==> src/rtl/mc6800_peripheral_responder.sv <==
// mc6800_peripheral_responder
// Peripheral end of the emulated 6800 synchronous bus. A selected cycle
// asserts MB_VPA, waits for MB_VMA and then moves data aligned to E.
// Also hosts a 16-bit down-counting interval timer ticked by E rises,
// with a level interrupt on underflow.
module mc6800_peripheral_responder #(
  parameter int               TIMER_WIDTH = 16,
  parameter logic [15:0]      LATCH_RESET = 16'hFFFF,
  parameter int               VMA_TIMEOUT = 24
) (
  input  logic       MB_CLK,
  input  logic       RESET,
  input  logic       MB_E_CLK,
  input  logic       CPU_AS,
  input  logic       CPU_RW,
  input  logic       SEL,
  input  logic [1:0] ADDR,
  input  logic [7:0] DATA_IN,
  input  logic       MB_VMA,
  output logic       MB_VPA,
  output logic [7:0] DATA_OUT,
  output logic       DATA_OE,
  output logic       INT_N
);

  localparam int TO_W = $clog2(VMA_TIMEOUT + 1);

  localparam logic [2:0] ST_IDLE   = 3'd0;
  localparam logic [2:0] ST_VPA    = 3'd1;
  localparam logic [2:0] ST_WAIT_E = 3'd2;
  localparam logic [2:0] ST_E_HIGH = 3'd3;
  localparam logic [2:0] ST_DONE   = 3'd4;

  logic [2:0]             state;
  logic [TO_W-1:0]        timeout_cnt;
  logic                   e_d;
  logic                   e_rise;
  logic                   e_fall;
  logic [TIMER_WIDTH-1:0] latch_q;
  logic [TIMER_WIDTH-1:0] counter_q;
  logic                   start_q;
  logic                   oneshot_q;
  logic                   irqen_q;
  logic                   stat_q;
  logic [7:0]             reg_rdata;
  logic                   wr_commit;
  logic                   rd_commit;
  logic                   stat_clr;
  logic                   underflow;
  logic                   load_hi;
  logic                   force_load;

  // Delayed copy of E used to find its edges in the MB_CLK domain
  always_ff @(posedge MB_CLK or posedge RESET) begin
    if (RESET) begin
      e_d <= 1'b0;
    end else begin
      e_d <= MB_E_CLK;
    end
  end

  assign e_rise = MB_E_CLK & ~e_d;
  assign e_fall = ~MB_E_CLK & e_d;

  // Register accesses take effect on the fall that ends E high, unless the strobe went away
  assign wr_commit  = (state == ST_E_HIGH) && e_fall && !CPU_AS && !CPU_RW;
  assign rd_commit  = (state == ST_E_HIGH) && e_fall && !CPU_AS && CPU_RW;
  assign stat_clr   = rd_commit && (ADDR == 2'd3);
  assign underflow  = start_q && e_rise && (counter_q == '0);
  assign load_hi    = wr_commit && (ADDR == 2'd1) && !start_q;
  assign force_load = wr_commit && (ADDR == 2'd2) && DATA_IN[4];

  // Read data selection for the four registers
  always_comb begin
    reg_rdata = 8'h00;
    case (ADDR)
      2'd0: reg_rdata = counter_q[7:0];
      2'd1: reg_rdata = counter_q[15:8];
      2'd2: reg_rdata = {5'b00000, irqen_q, oneshot_q, start_q};
      2'd3: reg_rdata = {stat_q & irqen_q, 6'b000000, stat_q};
      default: reg_rdata = 8'h00;
    endcase
  end

  // Bus handshake sequencer; a negated strobe always returns to idle first
  always_ff @(posedge MB_CLK or posedge RESET) begin
    if (RESET) begin
      state       <= ST_IDLE;
      timeout_cnt <= '0;
      MB_VPA      <= 1'b1;
      DATA_OUT    <= 8'h00;
      DATA_OE     <= 1'b0;
    end else if (CPU_AS) begin
      state   <= ST_IDLE;
      MB_VPA  <= 1'b1;
      DATA_OE <= 1'b0;
    end else begin
      case (state)
        ST_IDLE: begin
          if (SEL) begin
            state       <= ST_VPA;
            MB_VPA      <= 1'b0;
            timeout_cnt <= '0;
          end
        end
        ST_VPA: begin
          if (!MB_VMA) begin
            state <= ST_WAIT_E;
          end else if (timeout_cnt == TO_W'(VMA_TIMEOUT - 1)) begin
            state <= ST_DONE;
          end else begin
            timeout_cnt <= timeout_cnt + TO_W'(1);
          end
        end
        ST_WAIT_E: begin
          if (e_rise) begin
            state <= ST_E_HIGH;
            if (CPU_RW) begin
              DATA_OUT <= reg_rdata;
              DATA_OE  <= 1'b1;
            end
          end
        end
        ST_E_HIGH: begin
          if (e_fall) begin
            state   <= ST_DONE;
            DATA_OE <= 1'b0;
          end
        end
        ST_DONE: begin
          state <= ST_DONE;
        end
        default: begin
          state  <= ST_IDLE;
          MB_VPA <= 1'b1;
        end
      endcase
    end
  end

  // Timer latch, written a byte at a time
  always_ff @(posedge MB_CLK or posedge RESET) begin
    if (RESET) begin
      latch_q <= LATCH_RESET;
    end else if (wr_commit && (ADDR == 2'd0)) begin
      latch_q[7:0] <= DATA_IN;
    end else if (wr_commit && (ADDR == 2'd1)) begin
      latch_q[15:8] <= DATA_IN;
    end
  end

  // Down-counter: explicit loads beat the E-driven decrement and reload
  always_ff @(posedge MB_CLK or posedge RESET) begin
    if (RESET) begin
      counter_q <= LATCH_RESET;
    end else if (load_hi) begin
      counter_q <= {DATA_IN, latch_q[7:0]};
    end else if (force_load) begin
      counter_q <= latch_q;
    end else if (underflow) begin
      counter_q <= latch_q;
    end else if (start_q && e_rise) begin
      counter_q <= counter_q - TIMER_WIDTH'(1);
    end
  end

  // Control bits; a one-shot timer stops itself at underflow
  always_ff @(posedge MB_CLK or posedge RESET) begin
    if (RESET) begin
      start_q   <= 1'b0;
      oneshot_q <= 1'b0;
      irqen_q   <= 1'b0;
    end else if (wr_commit && (ADDR == 2'd2)) begin
      start_q   <= DATA_IN[0];
      oneshot_q <= DATA_IN[1];
      irqen_q   <= DATA_IN[2];
    end else if (underflow && oneshot_q) begin
      start_q <= 1'b0;
    end
  end

  // Underflow flag; setting outranks the read-to-clear
  always_ff @(posedge MB_CLK or posedge RESET) begin
    if (RESET) begin
      stat_q <= 1'b0;
    end else if (underflow) begin
      stat_q <= 1'b1;
    end else if (stat_clr) begin
      stat_q <= 1'b0;
    end
  end

  // Registered active-low interrupt level
  always_ff @(posedge MB_CLK or posedge RESET) begin
    if (RESET) begin
      INT_N <= 1'b1;
    end else begin
      INT_N <= ~(stat_q & irqen_q);
    end
  end

endmodule

==> config.mk <==
export PLATFORM = sky130hd
export DESIGN_NAME = mc6800_peripheral_responder
export DESIGN_NICKNAME = d
export VERILOG_FILES = /design/src/rtl/mc6800_peripheral_responder.sv
export SDC_FILE = /design/constraint.sdc
export NUM_CORES = 1
export LEC_CHECK = 0
export BUFFER_PORTS_ARGS = -buffer_cell sky130_fd_sc_hd__buf_2
export CAP_MARGIN = 30
export CORE_ASPECT_RATIO = 1.2
export CORE_MARGIN = 1.5
export CORE_UTILIZATION = 60
export CTS_BUF_LIST = sky130_fd_sc_hd__clkbuf_4 sky130_fd_sc_hd__clkbuf_8 sky130_fd_sc_hd__clkbuf_16
export DETAILED_ROUTE_END_ITERATION = 10
export MAX_ROUTING_LAYER = met4
export PLACE_DENSITY = 0.87
export SYNTH_ARGS = -nofsm -noshare
export SYNTH_HDL_FRONTEND = slang
export SYNTH_SLANG_ARGS = --single-unit
==> constraint.sdc <==
create_clock -name MB_CLK -period 4 [get_ports MB_CLK]
set_clock_uncertainty 0.05 [all_clocks]
set_input_delay 0.8 -clock MB_CLK [delete_from_list [all_inputs] [get_ports MB_CLK]]
set_output_delay 0.8 -clock MB_CLK [all_outputs]
set_load 0.005 [all_outputs]
# After elaboration in Yosys (flattened, before gate mapping)
# Cells that the tools add are included.
[totals]
reg_bits = 56
wordCells = 100
[classes]
n_eq_ne = 17
bitwise_logic = 8
n_mux = 28
n_addsub = 2
n_reduce_logical = 31
[op_table]
columns = ["op", "n"]
rows = [
  ["$mux 16", 4],
  ["$pmux 8 s4", 1],
  ["$mux 3", 6],
  ["$logic_not 16->1", 1],
  ["$sub 16x1->16 const B", 1],
  ["$mux 5", 3],
  ["$pmux 3 s5", 1],
  ["$logic_and 1x1->1", 13],
  ["$ne 3x3->1 const B", 4],
  ["$reduce_and 4->1", 3],
  ["$mux 1", 10],
  ["$pmux 5 s2", 1],
  ["$eq 3x2->1 const B", 2],
  ["$ne 2x2->1 const B", 3],
  ["$reduce_bool 2->1", 3],
  ["$add 5x1->5 const B", 1],
  ["$eq 5x5->1 const B", 1],
  ["$not 1->1", 5],
  ["$reduce_and 5->1", 1],
  ["$eq 2x2->1 const B", 2],
  ["$ne 4x4->1 const B", 1],
  ["$pmux 1 s2", 2],
  ["$reduce_and 2->1", 2],
  ["$reduce_bool 4->1", 1],
  ["10 further kinds", 14],
]

# Depth between registers and ports, before layout
# Gate-level depths: netlist of the first run.
[depth]
word_depth = 9
ltp_mapped = 8
ltp_nobuf = 7

# Worst setup path after synthesis of the first run
# OpenSTA, ideal clock, no wires.
[synth_timing]
path_kind = "input-to-reg"
from = "input port CPU_AS"
to = "register counter_q[2]"
t_arrival_ps = 2497
path_stages = 7
n_path_buf = 2
setup_ps = 82
path_slack_ps = 1371
path_cell_list = "clkbuf_1 > nor4b_1 > o211ai_1 > nand2_1 > clkbuf_1 > o21ai_0 > a22oi_1"
[synth_via]
elab_chain_cells = 7
[synth_rtl]
columns = ["element", "line", "source"]
rows = [
  ["start: declaration", "14", "input logic CPU_AS,"],
  ["$logic_not 1->1 (*)", "66", "assign wr_commit = (state == ST_E_HIGH) && e_fall && !CPU_AS && !CPU_RW;"],
  ["$logic_and 1x1->1 (*) (2 in a row)", "66", ""],
  ["$logic_and 1x1->1 (2 in a row)", "71", "assign force_load = wr_commit && (ADDR == 2'd2) && DATA_IN[4];"],
  ["$mux 16", "158", "end else if (force_load) begin"],
  ["$mux 16", "156", "end else if (load_hi) begin"],
  ["end signal: assignment", "157", "counter_q <= {DATA_IN, latch_q[7:0]};"],
  ["end signal: assignment", "159", "counter_q <= latch_q;"],
  ["end signal: assignment", "161", "counter_q <= latch_q;"],
  ["end: declaration", "40", "logic [TIMER_WIDTH-1:0] counter_q;"],
]
# Mark *: on every way between the ends. The rest lies on a longest branch, timed or not.
# A chain may end at the register's enable or synchronous reset.

# Worst setup path after layout of the first run
[layout_timing]
from = "register counter_q[0]"
to = "register counter_q[2]"
[layout_via]
elab_chain_cells = 5
[layout_rtl]
columns = ["element", "line", "source"]
rows = [
  ["$sub 16x1->16 / $logic_not 16->1 (equally long branches)", "163, 69", ""],
  ["$mux 16 / $logic_and 1x1->1 (equally long branches)", "162, 69", ""],
  ["$mux 16", "160", "end else if (underflow) begin"],
  ["$mux 16", "158", ""],
  ["$mux 16", "156", ""],
]
# Parallel ways exist; a longest one is shown, timed or not. The select of a mux whose other input is x is not followed.

==> metrics.txt, run 1 <==
post-synth top area share about 29%; CTS Sinks 56; CTS tree yes; Post-DRT Antenna Nets 0; syn_area_per_cell roughly 10 um^2; drt via density 6.36; max-cap violations 0; most frequent cell after synthesis dfstp_2; cell count after synthesis 300; Die Y 81.3 um; vias in the first global route 2,299; worst-path fanout max 16; post-synth net total around 320; largest cells by area after synthesis dfstp_2, dfrtp_1, mux2i_1, mux2_2, nand2_1; Hold Fails Final Rpt 0; relative slew slack between 40% and 50%; initial core utilization 62.1%; number of port buffers 27; largest net degree at the start of global routing 32; Reg2Reg Launch Point counter_q[0]; PD cells 415 mW/mm^2; #FFs+latches synth between 50 and 60; Clock power frac a little under a quarter; combinational group share of total power 24.7%; Top-Level Pins 28; placer congestion estimate a little over 0.9; Hold-fix buffers, CTS 0; Main synth FF type dfstp_2; CP startpoint kind flip-flop; sequential fraction of the synthesis area a little under half; Critical Path AT between 3000 and 4000 ps; Post-synth EDFFs 0; via count around 2,400; Root Driver clkbuf_8; Post-CTS Setup Inserts 0; routed length per instance 17.6 um; Die ar. between 0.005 and 0.006 mm^2; Peak VDD IR roughly 0.29 mV; Placed Cells incl. Taps roughly 370; # diodes 0; outcome complete, no violations; WP data required between 4000 and 5000 ps; final slew viol count 0; top cell type by total area after synthesis dfstp_2; DRT Pass-1 Iters 5; Bufs on Longest Clock Path 2; Fmax between 300 and 400 MHz; Leak Pwr approximately 1.4 nW; worst-margin pin slew between 800 and 900 ps; cell-internal power 0.918 mW; Psw 0.456 mW; Global Route Usage Sum roughly 27%; post_cts resized 0; Final Non-Filler Cells approximately 380; nets@finish between 300 and 400; global-route wire length before repair roughly 11,000 um; CP Class reg2reg; DRC viols 0; Reg clk slew, reported paths roughly 110 ps; post-layout min period slightly below 3000 ps; share of layout cells above drive strength 1 between 30 and 40%; clock latency on the worst-skew pair between 300 and 400 ps; Setup violations, final 0; FILL cells about 410; initial antenna violation count 0; CP Launch Point counter_q[0]; CTS buffer count 5; Hold Path Cell Cnt 1; site row count 28; hold path startpoint stat_q; async set or reset register ratio after synthesis 100%; H-tree lvl count 2; Tcrit/Tclk final 73.1%; Critical Path End Type flip-flop; Yosys cell types between 50 and 60; FF-to-FF setup slack 1070 ps; DRT iter0 DRCs approximately 260; WL final 6730 um; Reg2Reg Depth 7; sequential share of power 52.1%; Setup TNS 0 ps; Sw Ratio 33.2%; Mapped Area ~0.0031 mm^2; class of the worst hold path reg2reg; P&R area growth vs syn 8.00%; synth warn 0; r2r endpoint counter_q[2]; RSZ-0062 raised after global routing no; Setup crit end counter_q[2]; die span in x 68.3 um; GR Overflow Total 0; dpl hpwl between 4000 and 5000 um; top cells by count, synth dfstp_2, nand2_1, dfrtp_1; Core ar. between 0.004 and 0.005 mm^2
==> worst max-delay path, cell delays in order, from the launching register on <==
cell and delay [ps]:
dfstp_2 430, inv_1 80, ha_1 220, nor4b_1 510, nand2_1 300, o31ai_4 820, mux2i_1 180, a22oi_1 260
==> flip-flops by register name, summed over array words and instances, names as in the netlist, 3 cells and up <==
register     flops
DATA_OUT         8
counter_q       16
latch_q         16
state            3
timeout_cnt      5
==> area by class of cell <==
cell class	instances	area [um^2]	area share [%]
Multi-Input combinational cell	222	1530	46.2
Sequential cell	56	1440	43.6
Timing Repair Buffer	28	143	4.31
Tap cell	60	75.1	2.27
Clock buffer	5	68.8	2.08
Inverter	8	30.0	0.907
Clock inverter	3	21.3	0.642
==> worst min-delay path by stage <==
stage	slack [ps]	end
after floorplan	350	INT_N
after global placement	380	INT_N
after detailed placement	380	INT_N
after CTS	390	INT_N
after global routing	430	INT_N
final	400	INT_N
==> power by group through the flow <==
stage	registers (mW)	logic, mW	clock network (mW)
final	0.716	0.339	0.320
after floorplan	0.687	0.289	0
after detailed placement	0.723	0.335	0
after CTS	0.713	0.338	0.321
after global placement	0.721	0.322	0
after global routing	0.725	0.381	0.346
==> layout by cell type, fill, tap and decap left out, types with 7 or more instances in the layout <==
| cell type | instances |
|---|---|
| mux2i_1 | 21 |
| o21ai_0 | 21 |
| buf_2 | 27 |
| dfstp_2 | 34 |
| nand2_1 | 29 |
| nor2_1 | 18 |
| mux2_2 | 17 |
| inv_1 | 7 |
| dfrtp_1 | 22 |
| a21oi_1 | 16 |
==> cell families after synthesis <==
| family | count (synthesis) | synth area share (%) |
|---|---|---|
| XOR/XNOR | 5 | 1.43 |
| AND/OR/NAND/NOR | 102 | 18.1 |
| flip-flops | 56 | 47.1 |
| adder cells (fa/ha/maj) | 2 | 0.816 |
| multiplexers | 39 | 13.8 |
| AO/OA/AOI/OAI | 74 | 15.7 |
| buffers and inverters | 22 | 3.02 |
==> layer usage <==
metal / vias to the layer above / track usage (%) / part of all wire [%]
li1: 1142 / - / -
met1: 1169 / 34.9 / 41
met2: 93 / 43.7 / 51
met3: 26 / 2.91 / 5.2
met4: 0 / 12.0 / 3.4
met5: - / - / 0
==> per-stage QoR <==
stage	worst slack, ps	instance area [um^2]	utilization (%)	total power [mW]	hold WS [ps]
2_1_floorplan	1370	3070	-	0.975	349
3_3_place_gp	1010	3220	65.2	1.04	378
3_5_place_dp	911	3220	65.2	1.06	383
4_1_cts	1100	3310	67.0	1.37	393
5_1_grt	882	3310	67.0	1.45	432
6_report	1070	3310	67.0	1.37	395
(Power assumes the default switching activity.)
==> run 2, diff against run 1 <==
- CORE_UTILIZATION: 60 -> 53
- PLACE_DENSITY: 0.87 -> 0.82
- clock period: 4 -> 2.5 ns (I/O delays scaled with it)
==> metrics.txt, run 2 (same netlist as run 1, synthesis figures left out) <==
outcome complete, no violations (unchanged); WL final 6830 um (was 6730 um); Bufs on Longest Clock Path 2 (unchanged); P&R area growth vs syn 12.4% (was 8.00%); Setup violations, final 0 (unchanged); Die ar. 0.00625 mm^2 (was 0.00555 mm^2); site row count 30 (was 28); relative slew slack 62.3% (was 44.1%); number of port buffers 27 (unchanged); worst-path fanout max 7 (was 16); largest net degree at the start of global routing 23 (was 32); GR Overflow Total 0 (unchanged); drt via density 6.11 (was 6.36); Die Y 86.3 um (was 81.3 um); # diodes 0 (unchanged); worst-margin pin slew 565 ps (was 838 ps); Placed Cells incl. Taps 393 (was 374); global-route wire length before repair 11,700 um (was 11,000 um); Final Non-Filler Cells 401 (was 382); Core ar. 0.00563 mm^2 (was 0.00494 mm^2); Hold Fails Final Rpt 0 (unchanged); DRT Pass-1 Iters 4 (was 5); hold path startpoint MB_E_CLK (was stat_q); initial antenna violation count 0 (unchanged); Reg clk slew, reported paths 110 ps (about the same); DRC viols 0 (unchanged); Critical Path End Type flip-flop (unchanged); CTS Sinks 56 (unchanged); Power, Total 2.23 mW (was 1.37 mW); CP Launch Point counter_q[7] (was counter_q[0]); die span in x 72.4 um (was 68.3 um); Tcrit/Tclk final 96.4% (was 73.1%); most common cell after layout, fill and taps aside dfstp_2 (unchanged); Leak Pwr 1.47 nW (was 1.39 nW); largest registers counter_q x16, latch_q x16, DATA_OUT x8 (unchanged); Min Hold Slack 290 ps (was 395 ps); routed length per instance 17.0 um (was 17.6 um); share of layout cells above drive strength 1 33.5% (was 30.1%); Reg2Reg Launch Point counter_q[7] (was counter_q[0]); post-layout min period 2410 ps (was 2930 ps); Hold-fix buffers, CTS 0 (unchanged); CP startpoint kind flip-flop (unchanged); Root Driver clkbuf_8 (unchanged); CTS buffer count 5 (unchanged); commonest cells after routing, fill and taps aside dfstp_2, nand2_1, buf_2 (unchanged); placer congestion estimate 0.931 (was 0.911); final slew viol count 0 (unchanged); Global Route Usage Sum 24.7% (was 27.3%); CP Class reg2reg (unchanged); dpl hpwl 5130 um (was 4820 um); Fmax 415 MHz (was 342 MHz); max-cap violations 0 (unchanged); DRT iter0 DRCs 173 (was 264); clock latency on the worst-skew pair 320 ps (about the same); Peak VDD IR 0.330 mV (was 0.295 mV); Post-DRT Antenna Nets 0 (unchanged); nets@finish 355 (was 340); Critical Path AT 2620 ps (was 3100 ps); class of the worst hold path in2reg (was reg2reg); PD cells 647 mW/mm^2 (was 415 mW/mm^2); CTS tree yes (unchanged); H-tree lvl count 2 (unchanged); FF-to-FF setup slack 90 ps (was 1070 ps); Setup TNS 0 ps (unchanged); via count 2,451 (was 2,430); FILL cells 473 (was 412); RSZ-0062 raised after global routing no (unchanged); initial core utilization 54.5% (was 62.1%); Top-Level Pins 28 (unchanged); vias in the first global route 2,610 (was 2,299); WP data required 2710 ps (was 4180 ps)
-- run 2: layer usage --
layer  up-vias  part of all wire, %  track usage (%)
met5         -                    0                -
met4         0                  2.5             9.78
met3        14                  2.6             3.49
met2        51                   52             43.1
met1      1206                   43             28.5
li1       1180                    -                -
-- run 2: repair_timing --
item / in CTS / in global routing
resized for setup: 1 / 0
endpoints found under the setup margin: 1 / 0
endpoints found under the hold margin: 0 / 0
buffers inserted: 0 / 0
-- run 2: cell type report --
type                            count  area [um^2]  share of cell area (%)
Timing Repair Buffer               43          268                    7.77
Clock inverter                      3         22.5                   0.653
Clock buffer                        5         68.8                    2.00
Sequential cell                    56         1440                    41.9
Inverter                            8         30.0                   0.871
Multi-Input combinational cell    222         1530                    44.5
Tap cell                           64         80.1                    2.32
-- run 2: power breakdown --
part / internal (mW) / switching [mW]
Sequential: 1.02 / 0.0941
Clock: 0.202 / 0.306
Combinational: 0.282 / 0.323
Total: 1.51 / 0.724
-- run 2: per-stage QoR --
step | area [um^2] | worst slack [ps] | util, %
floorplan | 3070 | 93.3 | -
global placement | 3350 | 70.7 | 59.5
detailed placement | 3350 | 6.00 | 59.5
CTS | 3450 | 96.0 | 61.2
global route | 3450 | 26.9 | 61.2
finish | 3450 | 89.8 | 61.2
-- run 2: worst paths after layout --
check,endpoint,cells past startpoint
min in group asynchronous,counter_q[13],2
worst max register to register,counter_q[15],5
max in group asynchronous,latch_q[9],3
worst min register to register,INT_N,1
worst min-delay path,e_d,1
worst max-delay path,counter_q[15],5
-- run 2: critical path, stage by stage (launching register included) --
cell	delay, ps
dfstp_2	390
or4_4	540
or4_4	490
or4_1	490
a32o_1	270
a21oi_1	120
==> run 3, diff against run 2 <==
- CORE_UTILIZATION: 53 -> 46
- PLACE_DENSITY: 0.82 -> 0.71
- RECOVER_POWER: unset -> 50
- clock period: 2.5 -> 3.1 ns (I/O delays scaled with it)
==> metrics.txt, run 3 (same netlist as run 1, synthesis figures left out) <==
Final WS setup 552 ps (was 89.8 ps); Placed Area 0.00330 mm^2 (was 0.00335 mm^2); worst-margin pin slew 889 ps (was 565 ps); slowest library cell on the worst path or4_1 (was or4_4); family with the most delay on the worst path simple AND/OR/NAND/NOR gates (unchanged); Post-DRT Antenna Nets 0 (unchanged); Reg clk slew, reported paths 100 ps (was 110 ps); post-layout util 52.4% (was 61.2%); Top cell by count, worst path or4_1 (was or4_4); Global Route Usage Sum 21.8% (was 24.7%); WP data required 3290 ps (was 2710 ps); CTS tree yes (unchanged); largest registers counter_q x16, latch_q x16, DATA_OUT x8 (unchanged); nets@finish 344 (was 355); PD cells 520 mW/mm^2 (was 647 mW/mm^2); Min Hold Slack 405 ps (was 290 ps); H-tree lvl count 2 (unchanged); Die Y 92.4 um (was 86.3 um); setup slack at placement 593 ps (was 6.00 ps); CP Class reg2reg (unchanged); final slew viol count 0 (unchanged); routed length per instance 16.9 um (was 17.0 um); CTS Sinks 56 (unchanged); drt via density 5.87 (was 6.11); Hold-fix buffers, CTS 0 (unchanged); site row count 32 (was 30); Post-CTS Setup Inserts 0 (unchanged); Tcrit/Tclk final 82.2% (was 96.4%); P&R area growth vs syn 10.1% (was 12.4%); clock latency on the worst-skew pair 310 ps (was 320 ps); Setup violations, final 0 (unchanged); Final Non-Filler Cells 411 (was 401); initial core utilization 47.6% (was 54.5%); post-route cell area 0.00338 mm^2 (was 0.00345 mm^2); Power, Total 1.76 mW (was 2.23 mW); Placed Cells incl. Taps 403 (was 393); largest net degree at the start of global routing 35 (was 23); Hold Fails Final Rpt 0 (unchanged); initial antenna violation count 0 (unchanged); Peak VDD IR 0.235 mV (was 0.330 mV); DRT Pass-1 Iters 4 (unchanged); Bufs on Longest Clock Path 2 (unchanged); outcome complete, no violations (unchanged); worst-path fanout max 7 (unchanged); post_cts resized 0 (was 1); Setup TNS 0 ps (unchanged); Critical Path End Type flip-flop (unchanged); CTS buffer count 5 (unchanged); CP startpoint kind flip-flop (unchanged); die span in x 77.5 um (was 72.4 um); WL final 6940 um (was 6830 um); CP cell instances or4_4, or4_1, or4_1, a32o_1, a21oi_1 (was or4_4, or4_4, or4_1, a32o_1, a21oi_1); DRT iter0 DRCs 205 (was 173); Critical Path AT 2740 ps (was 2620 ps); number of port buffers 27 (unchanged); Leak Pwr 1.42 nW (was 1.47 nW); Root Driver clkbuf_8 (unchanged); max-cap violations 0 (unchanged); global-route wire length before repair 11,900 um (was 11,700 um); share of layout cells above drive strength 1 30.1% (was 33.5%); Top-Level Pins 28 (unchanged); dpl hpwl 5150 um (was 5130 um); vias in the first global route 2,432 (was 2,610); RSZ-0062 raised after global routing no (unchanged); FILL cells 609 (was 473); class of the worst hold path in2reg (unchanged); placer congestion estimate 0.906 (was 0.931); # diodes 0 (unchanged); via count 2,412 (was 2,451); Fmax 393 MHz (was 415 MHz); DRC viols 0 (unchanged); relative slew slack 40.6% (was 62.3%); post-layout min period 2550 ps (was 2410 ps); Core ar. 0.00645 mm^2 (was 0.00563 mm^2); Die ar. 0.00717 mm^2 (was 0.00625 mm^2); most common cell after layout, fill and taps aside dfstp_2 (unchanged); commonest cells after routing, fill and taps aside dfstp_2, nand2_1, buf_2 (unchanged); GR Overflow Total 0 (unchanged); CP bufs+invs 0 (unchanged); Slowest Stage Delay on Critical Path 570 ps (was 540 ps)
run 3: cell types whose count changed in the layout (fill, tap and decap cells not counted), sizes merged:
cell,previous run,this run
inv,9,8
clkbuf,5,6
clkinv,2,3
buf,43,31
run 3: report_power, final:
| part | total [mW] | internal (mW) | switching (mW) | leakage (nW) |
|---|---|---|---|---|
| registers | 0.922 | 0.826 | 0.0963 | 0.654 |
| logic | 0.442 | 0.202 | 0.240 | 0.719 |
| clock network | 0.392 | 0.154 | 0.238 | 0.0453 |
run 3: worst paths after layout:
kind	start	endpoint	slack, ps	cells after the start
min reg2reg	DATA_OUT[4]	DATA_OUT[4]	430	2
min	MB_E_CLK	e_d	400	1
max	counter_q[7]	counter_q[15]	550	5
max reg2reg	counter_q[7]	counter_q[15]	550	5
min in group asynchronous	RESET	timeout_cnt[2]	440	2
max in group asynchronous	RESET	INT_N	1820	3
run 3: layout make-up:
cell class	count	area [um^2]	area share, %
clock buffer	5	68.8	2.04
timing repair buffer	32	184	5.45
sequential	56	1440	42.8
multi-input combinational	222	1530	45.3
tap	85	106	3.15
clock inverter	3	13.8	0.408
inverter	8	30.0	0.889
run 3: worst reg2reg max path: cells and delay by family (launching register included):
kind	cells	cell delay, ps
AND/OR/NAND/NOR	3	1630
flip-flops	1	410
AO/OA/AOI/OAI	2	390
run 3: layer usage:
layer  vias to the layer above  track usage [%]  routed length (um)
met5                         -                -                   0
met4                         0             12.0                 237
met3                        20             2.56                 277
met2                        60             33.9                3300
met1                      1173             27.8                3120
li1                       1159                -                   -
